## src/rtl/cmv300_pkg.sv

```systemverilog
// Shared definitions for the CMV300 frame source.
//   state_e   : frame sequencer states
//   pattern_e : test-pattern encodings selected by pattern_sel
//   PIX_W     : pixel data width
package cmv300_pkg;

  localparam int PIX_W = 10;

  typedef enum logic [2:0] {
    S_IDLE   = 3'd0,
    S_FOT    = 3'd1,
    S_LINE   = 3'd2,
    S_HBLANK = 3'd3,
    S_DONE   = 3'd4
  } state_e;

  typedef enum logic [1:0] {
    PAT_DIAG    = 2'd0,  // row + col
    PAT_COL     = 2'd1,  // col
    PAT_CONST   = 2'd2,  // fixed 0x2AA
    PAT_CHECKER = 2'd3   // 8x8 checkerboard
  } pattern_e;

  localparam logic [PIX_W-1:0] PAT_CONST_VAL = 10'h2AA;

endpackage

```

## src/rtl/cmv300_pix_clk_gen.sv

```systemverilog
// Pixel clock divider.
//   clk, rst_n  : system clock, active-low async reset (already synchronised)
//   pix_clk_out : 50% duty clock, period 2*CLK_DIV clk cycles
//   rise_tick   : high in the clk cycle at whose end pix_clk_out goes 0->1
module cmv300_pix_clk_gen
  import cmv300_pkg::*;
#(
  parameter int CLK_DIV = 5
) (
  input  logic clk,
  input  logic rst_n,
  output logic pix_clk_out,
  output logic rise_tick
);

  localparam int CW = (CLK_DIV > 1) ? $clog2(CLK_DIV) : 1;
  localparam logic [CW-1:0] DIV_LAST = CW'(CLK_DIV - 1);

  logic [CW-1:0] div_cnt_q, div_cnt_d;
  logic          pix_clk_q, pix_clk_d;
  logic          wrap;

  always_comb begin
    wrap      = (div_cnt_q == DIV_LAST);
    div_cnt_d = wrap ? '0 : div_cnt_q + CW'(1);
    pix_clk_d = wrap ? ~pix_clk_q : pix_clk_q;
    rise_tick = wrap & ~pix_clk_q;
  end

  always_ff @(posedge clk or negedge rst_n) begin
    if (!rst_n) begin
      div_cnt_q <= '0;
      pix_clk_q <= 1'b0;
    end else begin
      div_cnt_q <= div_cnt_d;
      pix_clk_q <= pix_clk_d;
    end
  end

  assign pix_clk_out = pix_clk_q;

endmodule

```

## src/rtl/cmv300_frame_source.sv

```systemverilog
// CMV300 sensor output stand-in: pixel clock, LVAL/DVAL and test-pattern
// pixel data generated per frame request.
//   clk, rst_n   : system clock, active-low async reset
//   frame_req    : one-clk frame request pulse
//   pattern_sel  : pattern, latched when a frame starts
//   pix_clk_out  : pixel clock; all video outputs change on its rising edge
//   lval, dval   : line / data valid (identical)
//   pix_data     : pixel value, 0 outside active lines
//   busy         : frame in progress (FOT through last line)
//   frame_cnt    : completed frames, wrapping
//   req_dropped  : sticky, a request was lost because one was already queued
//
// state  | meaning
// IDLE   | waiting for a start flag or pending request
// FOT    | frame overhead time before the first line
// LINE   | driving active pixels of the current row
// HBLANK | LVAL low between lines
// DONE   | one tick after the last line before returning to IDLE
module cmv300_frame_source
  import cmv300_pkg::*;
#(
  parameter int H_ACTIVE = 648,
  parameter int V_ACTIVE = 488,
  parameter int H_BLANK  = 16,
  parameter int FOT      = 32,
  parameter int CLK_DIV  = 5
) (
  input  logic             clk,
  input  logic             rst_n,
  input  logic             frame_req,
  input  logic [1:0]       pattern_sel,
  output logic             pix_clk_out,
  output logic             lval,
  output logic             dval,
  output logic [PIX_W-1:0] pix_data,
  output logic             busy,
  output logic [15:0]      frame_cnt,
  output logic             req_dropped
);

  localparam logic [11:0] COL_LAST = 12'(H_ACTIVE - 1);
  localparam logic [11:0] ROW_LAST = 12'(V_ACTIVE - 1);
  localparam logic [15:0] FOT_LOAD = 16'(FOT - 1);
  localparam logic [15:0] HB_LOAD  = 16'(H_BLANK - 1);

  // Reset asserts asynchronously and releases two clk edges after rst_n rises.
  logic [1:0] rst_sync_q;
  logic       rst_int_n;

  always_ff @(posedge clk or negedge rst_n) begin
    if (!rst_n) rst_sync_q <= 2'b00;
    else        rst_sync_q <= {rst_sync_q[0], 1'b1};
  end
  assign rst_int_n = rst_sync_q[1];

  logic rise_tick;

  cmv300_pix_clk_gen #(.CLK_DIV(CLK_DIV)) u_pix_clk_gen (
    .clk        (clk),
    .rst_n      (rst_int_n),
    .pix_clk_out(pix_clk_out),
    .rise_tick  (rise_tick)
  );

  function automatic logic [PIX_W-1:0] pattern_px(input pattern_e pat,
                                                  input logic [11:0] row,
                                                  input logic [11:0] col);
    logic [PIX_W-1:0] px;
    case (pat)
      PAT_DIAG:    px = PIX_W'(row + col);
      PAT_COL:     px = PIX_W'(col);
      PAT_CONST:   px = PAT_CONST_VAL;
      PAT_CHECKER: px = (row[3] ^ col[3]) ? '1 : '0;
      default:     px = '0;
    endcase
    return px;
  endfunction

  state_e           state_q, state_d;
  pattern_e         pat_q, pat_d;
  logic [11:0]      row_q, row_d, col_q, col_d;
  logic [15:0]      cnt_q, cnt_d;
  logic             start_q, start_d, pending_q, pending_d;
  logic             req_dropped_q, req_dropped_d;
  logic             lval_q, lval_d, busy_q, busy_d;
  logic [PIX_W-1:0] pix_data_q, pix_data_d;
  logic [15:0]      frame_cnt_q, frame_cnt_d;

  always_comb begin
    state_d       = state_q;
    pat_d         = pat_q;
    row_d         = row_q;
    col_d         = col_q;
    cnt_d         = cnt_q;
    start_d       = start_q;
    pending_d     = pending_q;
    req_dropped_d = req_dropped_q;
    frame_cnt_d   = frame_cnt_q;

    if (rise_tick) begin
      case (state_q)
        S_IDLE: begin
          if (start_q || pending_q) begin
            if (start_q) start_d   = 1'b0;
            else         pending_d = 1'b0;
            pat_d   = pattern_e'(pattern_sel);
            row_d   = '0;
            col_d   = '0;
            cnt_d   = FOT_LOAD;
            state_d = S_FOT;
          end
        end
        S_FOT: begin
          if (cnt_q == '0) begin
            col_d   = '0;
            state_d = S_LINE;
          end else begin
            cnt_d = cnt_q - 16'd1;
          end
        end
        S_LINE: begin
          if (col_q == COL_LAST) begin
            cnt_d   = HB_LOAD;
            state_d = S_HBLANK;
          end else begin
            col_d = col_q + 12'd1;
          end
        end
        S_HBLANK: begin
          if (cnt_q != '0) begin
            cnt_d = cnt_q - 16'd1;
          end else if (row_q == ROW_LAST) begin
            state_d = S_DONE;
          end else begin
            row_d   = row_q + 12'd1;
            col_d   = '0;
            state_d = S_LINE;
          end
        end
        S_DONE:  state_d = S_IDLE;
        default: state_d = S_IDLE;
      endcase
    end

    // Judged against the post-tick flags so a request coinciding with a
    // start or with the DONE tick is queued rather than lost.
    if (frame_req) begin
      if (state_d == S_IDLE && !start_d && !pending_d) start_d       = 1'b1;
      else if (!pending_d)                              pending_d     = 1'b1;
      else                                              req_dropped_d = 1'b1;
    end

    // Outputs are registered from the next state so they line up with it.
    if (state_q == S_HBLANK && state_d == S_DONE) frame_cnt_d = frame_cnt_q + 16'd1;
    lval_d     = (state_d == S_LINE);
    pix_data_d = lval_d ? pattern_px(pat_d, row_d, col_d) : '0;
    busy_d     = state_d inside {S_FOT, S_LINE, S_HBLANK};
  end

  always_ff @(posedge clk or negedge rst_int_n) begin
    if (!rst_int_n) begin
      state_q       <= S_IDLE;
      pat_q         <= PAT_DIAG;
      row_q         <= '0;
      col_q         <= '0;
      cnt_q         <= '0;
      start_q       <= 1'b0;
      pending_q     <= 1'b0;
      req_dropped_q <= 1'b0;
      lval_q        <= 1'b0;
      busy_q        <= 1'b0;
      pix_data_q    <= '0;
      frame_cnt_q   <= '0;
    end else begin
      state_q       <= state_d;
      pat_q         <= pat_d;
      row_q         <= row_d;
      col_q         <= col_d;
      cnt_q         <= cnt_d;
      start_q       <= start_d;
      pending_q     <= pending_d;
      req_dropped_q <= req_dropped_d;
      lval_q        <= lval_d;
      busy_q        <= busy_d;
      pix_data_q    <= pix_data_d;
      frame_cnt_q   <= frame_cnt_d;
    end
  end

  assign lval        = lval_q;
  assign dval        = lval_q;
  assign pix_data    = pix_data_q;
  assign busy        = busy_q;
  assign frame_cnt   = frame_cnt_q;
  assign req_dropped = req_dropped_q;

endmodule

```

## config.mk

```make
export PLATFORM = sky130hd
export DESIGN_NAME = cmv300_frame_source
export DESIGN_NICKNAME = d
export VERILOG_FILES = /design/src/rtl/cmv300_pkg.sv /design/src/rtl/cmv300_pix_clk_gen.sv /design/src/rtl/cmv300_frame_source.sv
export SDC_FILE = /design/constraint.sdc
export NUM_CORES = 1
export LEC_CHECK = 0
export ABC_AREA = 1
export BUFFER_PORTS_ARGS = -buffer_cell sky130_fd_sc_hd__buf_2
export CAP_MARGIN = 20
export CORE_MARGIN = 3
export CORE_UTILIZATION = 50
export CTS_BUF_LIST = sky130_fd_sc_hd__clkbuf_8
export DETAILED_ROUTE_END_ITERATION = 10
export PLACE_DENSITY = 0.68
export SYNTH_ARGS = -nofsm -noshare
export SYNTH_HDL_FRONTEND = slang
export SYNTH_SLANG_ARGS = --single-unit
```

## constraint.sdc

```tcl
create_clock -name clk -period 4.1 [get_ports clk]
set_input_delay 0.205 -clock clk [delete_from_list [all_inputs] [get_ports clk]]
set_output_delay 0.205 -clock clk [all_outputs]
set_load 0.01 [all_outputs]
```

==> results of run 1 <==
-- report_power, final --
group          internal (mW)  total (mW)  switching, mW
logic                0.00487      0.0175         0.0126
clock network          0.294       0.594          0.300
registers              0.809       0.814        0.00449
-- final timing paths --
path                       cells past startpoint                       to                                  from
hold / removal                                 3      pending_q$_DFF_PN0_                             frame_req
setup / recovery                              23    pix_data[9]$_DFF_PN0_  u_pix_clk_gen.div_cnt_q[0]$_DFF_PN0_
max in group asynchronous                      1     cnt_q[0]$_DFFE_PN0P_               rst_sync_q[1]$_DFF_PN0_
hold reg to reg                                0       col_q[5]$_DFF_PN0_               rst_sync_q[1]$_DFF_PN0_
setup reg to reg                              23    pix_data[9]$_DFF_PN0_  u_pix_clk_gen.div_cnt_q[0]$_DFF_PN0_
min in group asynchronous                      2  rst_sync_q[1]$_DFF_PN0_                                 rst_n
-- through the flow --
step	hold WS (ns)	cells	total power [mW]	utilization (%)
floorplan	-0.0906	643	0.837	-
global placement	-0.00902	808	0.844	56.1
detailed placement	-0.00557	808	0.845	56.1
CTS	0.0750	825	1.44	58.3
global route	0.0912	826	1.48	58.6
finish	0.0910	826	1.43	58.6
-- registers in the layout (all words and copies together), names as in the netlist --
name                       cells
frame_cnt                     16
cnt_q                         16
req_dropped                    1
u_pix_clk_gen.div_cnt_q        3
row_q                         12
col_q                         12
state_q                        3
start_q                        1
busy                           1
rst_sync_q                     2
u_pix_clk_gen.pix_clk_out      1
pix_data                      10
pending_q                      1
pat_q                          2
dval                           1
-- worst reg2reg max path: stages (launching register included) --
cell and delay, ns:
dfrtp_1 0.41, inv_1 0.06, ha_1 0.19, nand2_2 0.11
nor2_8 0.19, inv_4 0.09, a21oi_1 0.23, nand2_1 0.25
nor2_2 0.28, o21ai_0 0.14, o21ai_0 0.16, inv_1 0.10
ha_1 0.36, nand2_1 0.10, o21a_1 0.15, nand2_1 0.06
nand2_1 0.07, nand2_1 0.05, a21oi_1 0.17, inv_1 0.06
nand3_1 0.08, nand3_1 0.07, nand2_1 0.08, inv_1 0.04
-- cell families after synthesis --
kind of cell | synth area share (%)
buffers and inverters | 8.07
AOI/OAI and AO/OA | 10.3
other | 0.0756
DFF | 41.4
adders and majority gates | 4.19
xor gates and xnor gates | 4.41
and+or+nand+nor | 31.3
muxes | 0.227
-- layout make-up --
type	instances	area (um2)
multi-input cells	457	2510
clock buffers	10	138
repair buffers	39	228
well taps	129	161
fillers	936	3910
flip-flops and latches	82	2060
clock inverters	6	58.8
inverters	103	393
-- cells in the mapped netlist (3+ instances only) --
| cell type | instances |
|---|---|
| nor3_1 | 21 |
| o22ai_1 | 3 |
| nand2_1 | 144 |
| inv_2 | 11 |
| nor2_4 | 7 |
| nor4_1 | 6 |
| nand2_2 | 8 |
| o21bai_1 | 3 |
| xor2_1 | 16 |
| nand4_1 | 7 |
| nand3_1 | 42 |
| xnor2_1 | 9 |
| ha_1 | 15 |
| o21ai_0 | 26 |
| o31ai_1 | 5 |
| inv_1 | 89 |
| a21oi_1 | 34 |
| nor2_2 | 10 |
| a22oi_1 | 3 |
| dfrtp_1 | 82 |
| o21ai_1 | 3 |
| nor2_1 | 65 |
-- metal layers --
layer	global-route usage [%]	routed length, um	up-vias
met5	0	0	-
met4	8.33	312	0
met3	2.51	472	23
met2	38.3	5740	102
met1	30.6	5560	2025
li1	-	-	2175
-- what timing repair did --
action	4_1_cts	5_1_grt
endpoints found under the hold margin	2	0
gates resized for setup	0	1
hold buffers	1	0
endpoints found under the setup margin	0	2
==> results.md, run 1 <==
* Commonest non-fill, non-tap cell in the layout: nand2_1
* Unrepaired setup endpoints after global routing: false
* Worst skew pair latency at around 0.36 ns
* CTS H-Tree Depth at 3
* WP buf/inv at 5
* Pwr dens at approximately 260 nW/um2
* Die ar. at ~11,000 um2
* Design area at between 5000 and 6000 um2
* CTS buffer count at 9
* Drt wl/cell at approximately 15 um
* Final wirelength at 12,100 um
* Ys Warns at 0
* Mapped Cells at about 640
* Synth top area share at approximately 41%
* Max incr delay on CP at 0.41 ns
* Mapped Nets at between 600 and 700
* Post-layout net count at 713
* Number of vias per cell at between 5 and 6
* Highest clock rate at approximately 280 MHz
* Placeable Area at ~9500 um2
* Part of the Yosys area used for sequential elements at around two fifths
* Worst slew margin at between 50% and 60%
* I/O Buffers at 35
* CTS tree: yes
* Setup WS post-layout at 0.515 ns
* N_diodes at 0
* Post-layout min period at between 3 and 4 ns
* Worst slew pin tran at 0.644 ns
* Die width at ~110 um
* Crit path required time at roughly 4.4 ns
* Starting DRC count in detailed routing at between 200 and 250
* Post-route setup TNS at 0 ns
* Max-cap violation count at 0
* Drt pass-1 iters at 5
* I/O pins at 36
* Initial core utilization at 52.5%
* Dpl ws at approximately 0.45 ns
* Most used cell, CP: nand2_1
* Largest cells by area after synthesis: dfrtp_1 (41%), nand2_1 (11%), inv_1 (6.7%)
* Clk buf depth at 2
* Slowest CP cell: dfrtp_1
* Most frequent cells in the layout: nand2_1 (144), inv_1 (91), dfrtp_1 (81)
* Clock root buffer: clkbuf_8
* #FFs+latches synth at approximately 80
* Hold Fails Final Rpt at 0
* Startpoint types: flop
* Hold crit path type: primary input to flop
* Antenna violations before repair at 0
* Mean Syn Cell Area at 7.72 um2
* Via count at around 4,300
* Crit path max fanout at 9
* Ys async rst share at between 90% and 100%
* Mapped cell area at between 4000 and 5000 um2
* Layout cells sized above 1 at roughly 16%
* Final setup vio count at 0
* Top_reg_cell synth: dfrtp_1
* Remaining antenna violation count at 0
* CP arrival at just under 4 ns
* First-pass GRT wire length at between 20,000 and 25,000 um
* CTS Sinks at 82
* Worst reg-to-reg setup slack at roughly 0.52 ns
* Fin. max-slew vios at 0
* Area growth from synthesis to layout at 11.8%
* Cell family with most CP delay: simple AND/OR/NAND/NOR gates
* Maximum ir drop on the vdd rail at roughly 0.15 mV
* Tot GR Track Use at roughly 23%
* CP cell instances: inv_1 -> ha_1 -> nand2_2 -> nor2_8 -> inv_4 -> a21oi_1 -> nand2_1 -> nor2_2 -> o21ai_0 -> o21ai_0 -> inv_1 -> ha_1 -> nand2_1 -> o21a_1 -> nand2_1 -> nand2_1 -> nand2_1 -> a21oi_1 -> inv_1 -> nand3_1 -> nand3_1 -> nand2_1 -> inv_1
* Post-DP HPWL at 9280 um
* Leak at 2.93 nW
* Final Skew at about 0.013 ns
* Clk slew on worst S/H paths at roughly 0.090 ns
* Post-synth cell types at 46
* Row count at 35
* Setup Buffers After CTS at 0
* Vias in the first global route at between 4,000 and 5,000
* Drt drc at 0
* Post-placement cell area at 5310 um2
* Crit. End Element: flop
* Gpl congestion at roughly 0.90
* Die Y at 106 um
* CP Class: flop to flop
* Post-synth EDFFs at 0
* Status: finished clean
* Fin crit share at 87.4%
* Pin count of the biggest net entering global routing at 81
* Gr ovfl total at 0
* Leading area contributor after synthesis: dfrtp_1
(Power assumes the default switching activity.)
==> run 2: changes to the inputs <==
--- a/config.mk
+++ b/config.mk
@@ -12,6 +12,7 @@
 export CORE_UTILIZATION = 50
 export CTS_BUF_LIST = sky130_fd_sc_hd__clkbuf_8
 export DETAILED_ROUTE_END_ITERATION = 10
+export GPL_TIMING_DRIVEN = 0
 export PLACE_DENSITY = 0.68
 export SYNTH_ARGS = -nofsm -noshare
 export SYNTH_HDL_FRONTEND = slang
==> run 2 against run 1 <==
Compared with the run above: critical path depth is the same; maximum frequency shrank 2.4%; sequential cell count is the same; wire length shrank 4.5%; total power grew 14%; global-route usage shrank 0.54 points; non-clock buffer count shrank 1; register-to-register slack lost 0.09 ns; final area grew 1.3%; clock-buffer cell count is the same; sequential share of layout area shrank 0.48 points; die area is the same; critical endpoint unchanged; largest power group unchanged; highest routed layer unchanged.
==> results.md, run 2 (synthesis gave the netlist of run 1 again) <==
* Worst Hold Path EP: pending_q$_DFF_PN0_
* Maximum ir drop on the vdd rail at 0.218 mV
* Drt drc at 0
* Highest clock rate at roughly 270 MHz
* Tot GR Track Use at between 20 and 25%
* Gr ovfl total at 0
* Max-cap violation count at 0
* Clock root buffer: clkbuf_8
* Sw Pwr at 331 uW
* Initial core utilization at approximately 52%
* Final Skew at around 0.012 ns
* Final wirelength at approximately 12,000 um
* Most frequent cells in the layout: nand2_1 (144), inv_1 (89), dfrtp_1 (81)
* Post-DP HPWL at 8800 um
* First-pass GRT wire length at 20,200 um
* Fin. max-slew vios at 0
* Die Y at between 100 and 150 um
* Final cell count without fillers at 825
* I/O pins at 36
* Clk buf depth at 2
* Pwr dens at roughly 290 nW/um2
* Hold Fails Final Rpt at 0
* Status: finished clean
* Worst r2r dst: pix_data[9]$_DFF_PN0_
* Logic gate share of total power at ~1.1%
* Remaining antenna violation count at 0
* Final core occ at between 50% and 60%
* Setup Buffers After CTS at 0
* CTS H-Tree Depth at 3
* Hold crit path type: primary input to flop
* Crit. End Element: flop
* Number of vias per cell at approximately 5.2
* N_diodes at 0
* Clk slew on worst S/H paths at ~0.080 ns
* Drt pass-1 iters at 5
* Crit path launch: u_pix_clk_gen.div_cnt_q[0]$_DFF_PN0_
* Via count at about 4,300
* Fillers at 924
* Fin crit share at between 80% and 90%
* Pin count of the biggest net entering global routing at 62
* Worst skew pair latency at ~0.36 ns
* Placed insts at slightly above 800
* Drt wl/cell at approximately 14 um
* RR Startpoint: u_pix_clk_gen.div_cnt_q[0]$_DFF_PN0_
* Startpoint types: flop
* CP arrival at ~3.9 ns
* Placeable Area at between 9000 and 10,000 um2
* Die width at between 100 and 150 um
* Leak at slightly below 3 nW
* FF-to-FF path depth at 23
* Area growth from synthesis to layout at 13.2%
* Worst reg-to-reg setup slack at 0.43 ns
* Clock Power Share at roughly half
* Unrepaired setup endpoints after global routing: false
* Post-layout min period at about 3.7 ns
* I/O Buffers at 35
* Die ar. at around 11,000 um2
* Total power at 1.63 mW
* Gpl congestion at slightly above 0.9
* Hold Path Depth at 3
* Layout cells sized above 1 at ~16%
* Row count at 35
* Post-route setup TNS at 0 ns
* Hold Crit Start: frame_req
* Switching share of power at 20.3%
* P_int at approximately 1.3 mW
* Final setup vio count at 0
* Post-layout net count at 712
* Seq pwr share at between 40% and 50%
* Vias in the first global route at 4,270
* Worst slew margin at between 50 and 60%
* Worst slew pin tran at 0.649 ns
* Starting DRC count in detailed routing at about 230
* CTS tree: yes
* Crit path required time at 4.36 ns
* Crit path max fanout at 9
* Commonest non-fill, non-tap cell in the layout: nand2_1
* CTS buffer count at 9
* CP Class: flop to flop
* Antenna violations before repair at 0
* CTS Sinks at approximately 80
run 2: cell types whose count changed in the layout (fill, tap and decap cells not counted), sizes merged:
cell,change
bufinv,+3
buf,-1
clkinvlp,-1
inv,-2
run 2: worst max-delay path: stages, from the launching register on:
cell and delay (ns):
dfrtp_1 0.40, inv_1 0.06, ha_1 0.19, nand2_2 0.12, nor2_8 0.19, inv_4 0.10
a21oi_1 0.19, nand2_1 0.21, nor2_1 0.36, o21ai_0 0.18, o21ai_0 0.18, inv_1 0.10
ha_1 0.35, nand2_1 0.10, o21a_1 0.16, nand2_1 0.06, nand2_1 0.08, nand2_1 0.06
a21oi_1 0.16, inv_1 0.05, nand3_1 0.08, nand3_1 0.08, nand2_1 0.08, inv_1 0.04
run 2: repair_timing:
item	in CTS	in global routing
hold buffers	1	0
endpoints found under the hold margin	2	0
setup endpoints to repair	0	2
resized for setup	0	1
run 2: power by group through the flow:
stage	clock (mW)	combinational (mW)	sequential [mW]
after CTS	0.815	0.0193	0.814
final	0.799	0.0178	0.814
after floorplan	0	0.000483	0.836
after global routing	0.850	0.0212	0.814
after detailed placement	0	0.0186	0.830
after global placement	0	0.00315	0.841
run 2: area by class of cell:
class                           instances  area [um2]  area share, %
Multi-Input combinational cell        457        2510           44.7
Sequential cell                        82        2060           36.6
Inverter                              103         393           6.99
Clock buffer                           10         138           2.45
Tap cell                              129         161           2.87
Buffer                                  1        7.51          0.134
Timing Repair Buffer                   37         213           3.79
Clock inverter                          6         138           2.45
run 2: per-layer routing:
metal  routed length [um]  global-route usage [%]
met2                 5420                    36.1
met1                 5340                    30.1
met4                  276                    7.68
met5                    0                       0
met3                  505                    4.23
run 2: worst max-delay path by stage:
stage | endpoint | slack [ns] | cells past startpoint
after global placement | pix_data[8]$_DFF_PN0_ | 0.42 | 23
after global routing | pix_data[8]$_DFF_PN0_ | 0.008 | 23
after CTS | pix_data[8]$_DFF_PN0_ | 0.32 | 23
after detailed placement | pix_data[8]$_DFF_PN0_ | 0.39 | 23
final | pix_data[9]$_DFF_PN0_ | 0.43 | 23
after floorplan | pix_data[8]$_DFF_PN0_ | 1.08 | 23
run 2: metrics by stage:
step / instance area [um2] / setup WS (ns) / hold slack (ns)
after global placement: 5300 / 0.418 / -0.0105
after global routing: 5620 / 0.00775 / 0.0675
final: 5620 / 0.427 / 0.0724
after floorplan: 4960 / 1.08 / -0.0906
after detailed placement: 5330 / 0.387 / -0.00433
after CTS: 5620 / 0.324 / 0.0685
==> run 3: changes to the inputs <==
--- a/config.mk
+++ b/config.mk
@@ -10,10 +10,11 @@
 export CAP_MARGIN = 20
 export CORE_MARGIN = 3
 export CORE_UTILIZATION = 50
-export CTS_BUF_LIST = sky130_fd_sc_hd__clkbuf_8
+export CTS_BUF_LIST = sky130_fd_sc_hd__clkbuf_4 sky130_fd_sc_hd__clkbuf_8
 export DETAILED_ROUTE_END_ITERATION = 10
 export GPL_TIMING_DRIVEN = 0
 export PLACE_DENSITY = 0.68
+export RECOVER_POWER = 50
 export SYNTH_ARGS = -nofsm -noshare
 export SYNTH_HDL_FRONTEND = slang
 export SYNTH_SLANG_ARGS = --single-unit
==> run 3 against run 2 <==
Compared with the run above: hold slack got worse by 0.0016 ns; highest routed layer unchanged; largest cell class unchanged; clock-buffer cell count did not move; utilization fell by 0.42 points; the run now ends with max-capacitance violations left; via count rose by 0.19%; final area fell by 0.71%; clock skew rose by 0.0012 ns; die area did not move; wire length rose by 0.16%; non-clock buffer count did not move.
==> results.md, run 3 (synthesis gave the netlist of run 1 again) <==
* Crit path max fanout at 9
* Status: finished with violations
* Die width at approximately 110 um
* Gr ovfl total at 0
* Vias in the first global route at approximately 4,300
* Clock root buffer: clkbuf_8
* Fillers at about 930
* Maximum ir drop on the vdd rail at 0.218 mV
* Final cell count without fillers at 825
* Antenna violations before repair at 0
* Remaining antenna violation count at 0
* First-pass GRT wire length at just over 20,000 um
* Leak at just under 3 nW
* Final wirelength at about 12,000 um
* Row count at 35
* Post-layout net count at 712
* Max incr delay on CP at 0.40 ns
* Fin. max-slew vios at 0
* Crit. End Element: flop
* Hold Fails Final Rpt at 0
* Commonest non-fill, non-tap cell in the layout: nand2_1
* Placeable Area at roughly 9500 um2
* I/O Buffers at 35
* Max-cap violation count at 1
* Area growth from synthesis to layout at 12.4%
* Highest clock rate at about 270 MHz
* Worst hold slack at around 0.071 ns
* Worst slew pin tran at around 1.5 ns
* CTS H-Tree Depth at 3
* Die Y at around 110 um
* Hold Crit Start: frame_req
* Drt pass-1 iters at 5
* Number of vias per cell at between 5 and 6
* Unrepaired setup endpoints after global routing: false
* Startpoint types: flop
* CTS tree: yes
* Clk slew on worst S/H paths at approximately 0.08 ns
* Gpl congestion at 0.925
* CTS buffer count at 9
* CTS Sinks at 82
* Most used cell, CP: nand2_1
* Most frequent cells in the layout: nand2_1 (144), inv_1 (89), dfrtp_1 (82)
* Post-DP HPWL at between 8000 and 9000 um
* Starting DRC count in detailed routing at ~190
* Hold crit path type: primary input to flop
* Initial core utilization at ~52%
* Final Skew at about 0.013 ns
* Slowest CP cell: dfrtp_1
* Die ar. at 11,200 um2
* Crit path launch: u_pix_clk_gen.div_cnt_q[0]$_DFF_PN0_
* Via count at about 4,300
* Final core occ at a little under 60%
* CP Class: flop to flop
* Layout cells sized above 1 at 14.1%
* N_diodes at 0
* Placed insts at 808
* Drt wl/cell at roughly 14 um
* Worst skew pair latency at between 0.3 and 0.4 ns
* Drt drc at 0
* Fin crit share at 89.7%
* Post-route setup TNS at 0 ns
* CP cell instances: inv_1 -> ha_1 -> nand2_2 -> nor2_8 -> inv_4 -> a21oi_1 -> nand2_1 -> nor2_1 -> o21ai_0 -> o21ai_0 -> inv_1 -> ha_1 -> nand2_1 -> o21a_1 -> nand2_1 -> nand2_1 -> nand2_1 -> a21oi_1 -> inv_1 -> nand3_1 -> nand3_1 -> nand2_1 -> inv_1
* Clk buf depth at 2
* Crit path required time at between 4 and 5 ns
* Tot GR Track Use at roughly 22%
* WP buf/inv at 5
* Pin count of the biggest net entering global routing at 62
* Pwr dens at slightly below 300 nW/um2
* Failing checks: max-capacitance violations
* Final setup vio count at 0
* Post-layout min period at 3.68 ns
* I/O pins at 36
* RR Startpoint: u_pix_clk_gen.div_cnt_q[0]$_DFF_PN0_
* Cell family with most CP delay: simple AND/OR/NAND/NOR gates
* CP arrival at slightly below 4 ns
* Worst slew margin at approximately 1%
* Setup Buffers After CTS at 0
==> run 3: changes by cell type in the layout (fill, tap and decap cells not counted), sizes merged <==
cell | before | now
buf | 37 | 25
clkbuf | 10 | 22
==> run 3: through the flow <==
stage | power, mW | instance area [um2] | setup WS [ns]
floorplan | 0.837 | 4960 | 1.08
global placement | 0.844 | 5300 | 0.418
detailed placement | 0.849 | 5330 | 0.387
CTS | 1.65 | 5620 | 0.324
global route | 1.68 | 5580 | 0.00775
finish | 1.63 | 5580 | 0.424
==> run 3: worst reg2reg max path, stage by stage (launching register included) <==
cell     delay (ns)
dfrtp_1        0.40
inv_1          0.06
ha_1           0.19
nand2_2        0.12
nor2_8         0.19
inv_4          0.10
a21oi_1        0.19
nand2_1        0.22
nor2_1         0.37
o21ai_0        0.18
o21ai_0        0.18
inv_1          0.10
ha_1           0.35
nand2_1        0.10
o21a_1         0.16
nand2_1        0.06
nand2_1        0.08
nand2_1        0.06
a21oi_1        0.16
inv_1          0.05
nand3_1        0.08
nand3_1        0.08
nand2_1        0.08
inv_1          0.04
==> run 3: where the power goes <==
group	switching, mW	internal, mW	total, mW
Clock	0.313	0.485	0.798
Combinational	0.0130	0.00231	0.0153
Sequential	0.00391	0.809	0.813
Total	0.330	1.30	1.63
==> run 3: worst paths after layout <==
| check | to | slack [ns] | cells past startpoint |
|---|---|---|---|
| setup / recovery | pix_data[9]$_DFF_PN0_ | 0.42 | 23 |
| hold / removal | pending_q$_DFF_PN0_ | 0.07 | 3 |
| setup reg to reg | pix_data[9]$_DFF_PN0_ | 0.42 | 23 |
| hold reg to reg | u_pix_clk_gen.div_cnt_q[1]$_DFF_PN0_ | 0.35 | 0 |
| max in group asynchronous | cnt_q[13]$_DFFE_PN0P_ | 1.82 | 1 |
| min in group asynchronous | rst_sync_q[1]$_DFF_PN0_ | 0.15 | 2 |
==> run 3: final cells by class <==
class / instances / area [um2] / area share [%]
tap: 129 / 161 / 2.89
timing repair buffer: 37 / 176 / 3.16
clock inverter: 6 / 138 / 2.47
multi-input combinational: 457 / 2510 / 45.1
buffer: 1 / 7.51 / 0.135
clock buffer: 10 / 138 / 2.47
sequential: 82 / 2050 / 36.8
inverter: 103 / 393 / 7.04
==> run 3: layer usage <==
metal,wire length [um],track usage [%]
met2,5480,36.1
met3,539,4.23
met5,0,0
met4,254,7.68
met1,5280,30.1
==> run 3: what timing repair did <==
item / 4_1_cts / 5_1_grt
setup endpoints to repair: 0 / 2
gates resized for setup: 0 / 1
endpoints found under the hold margin: 2 / 0
hold buffers: 1 / 0
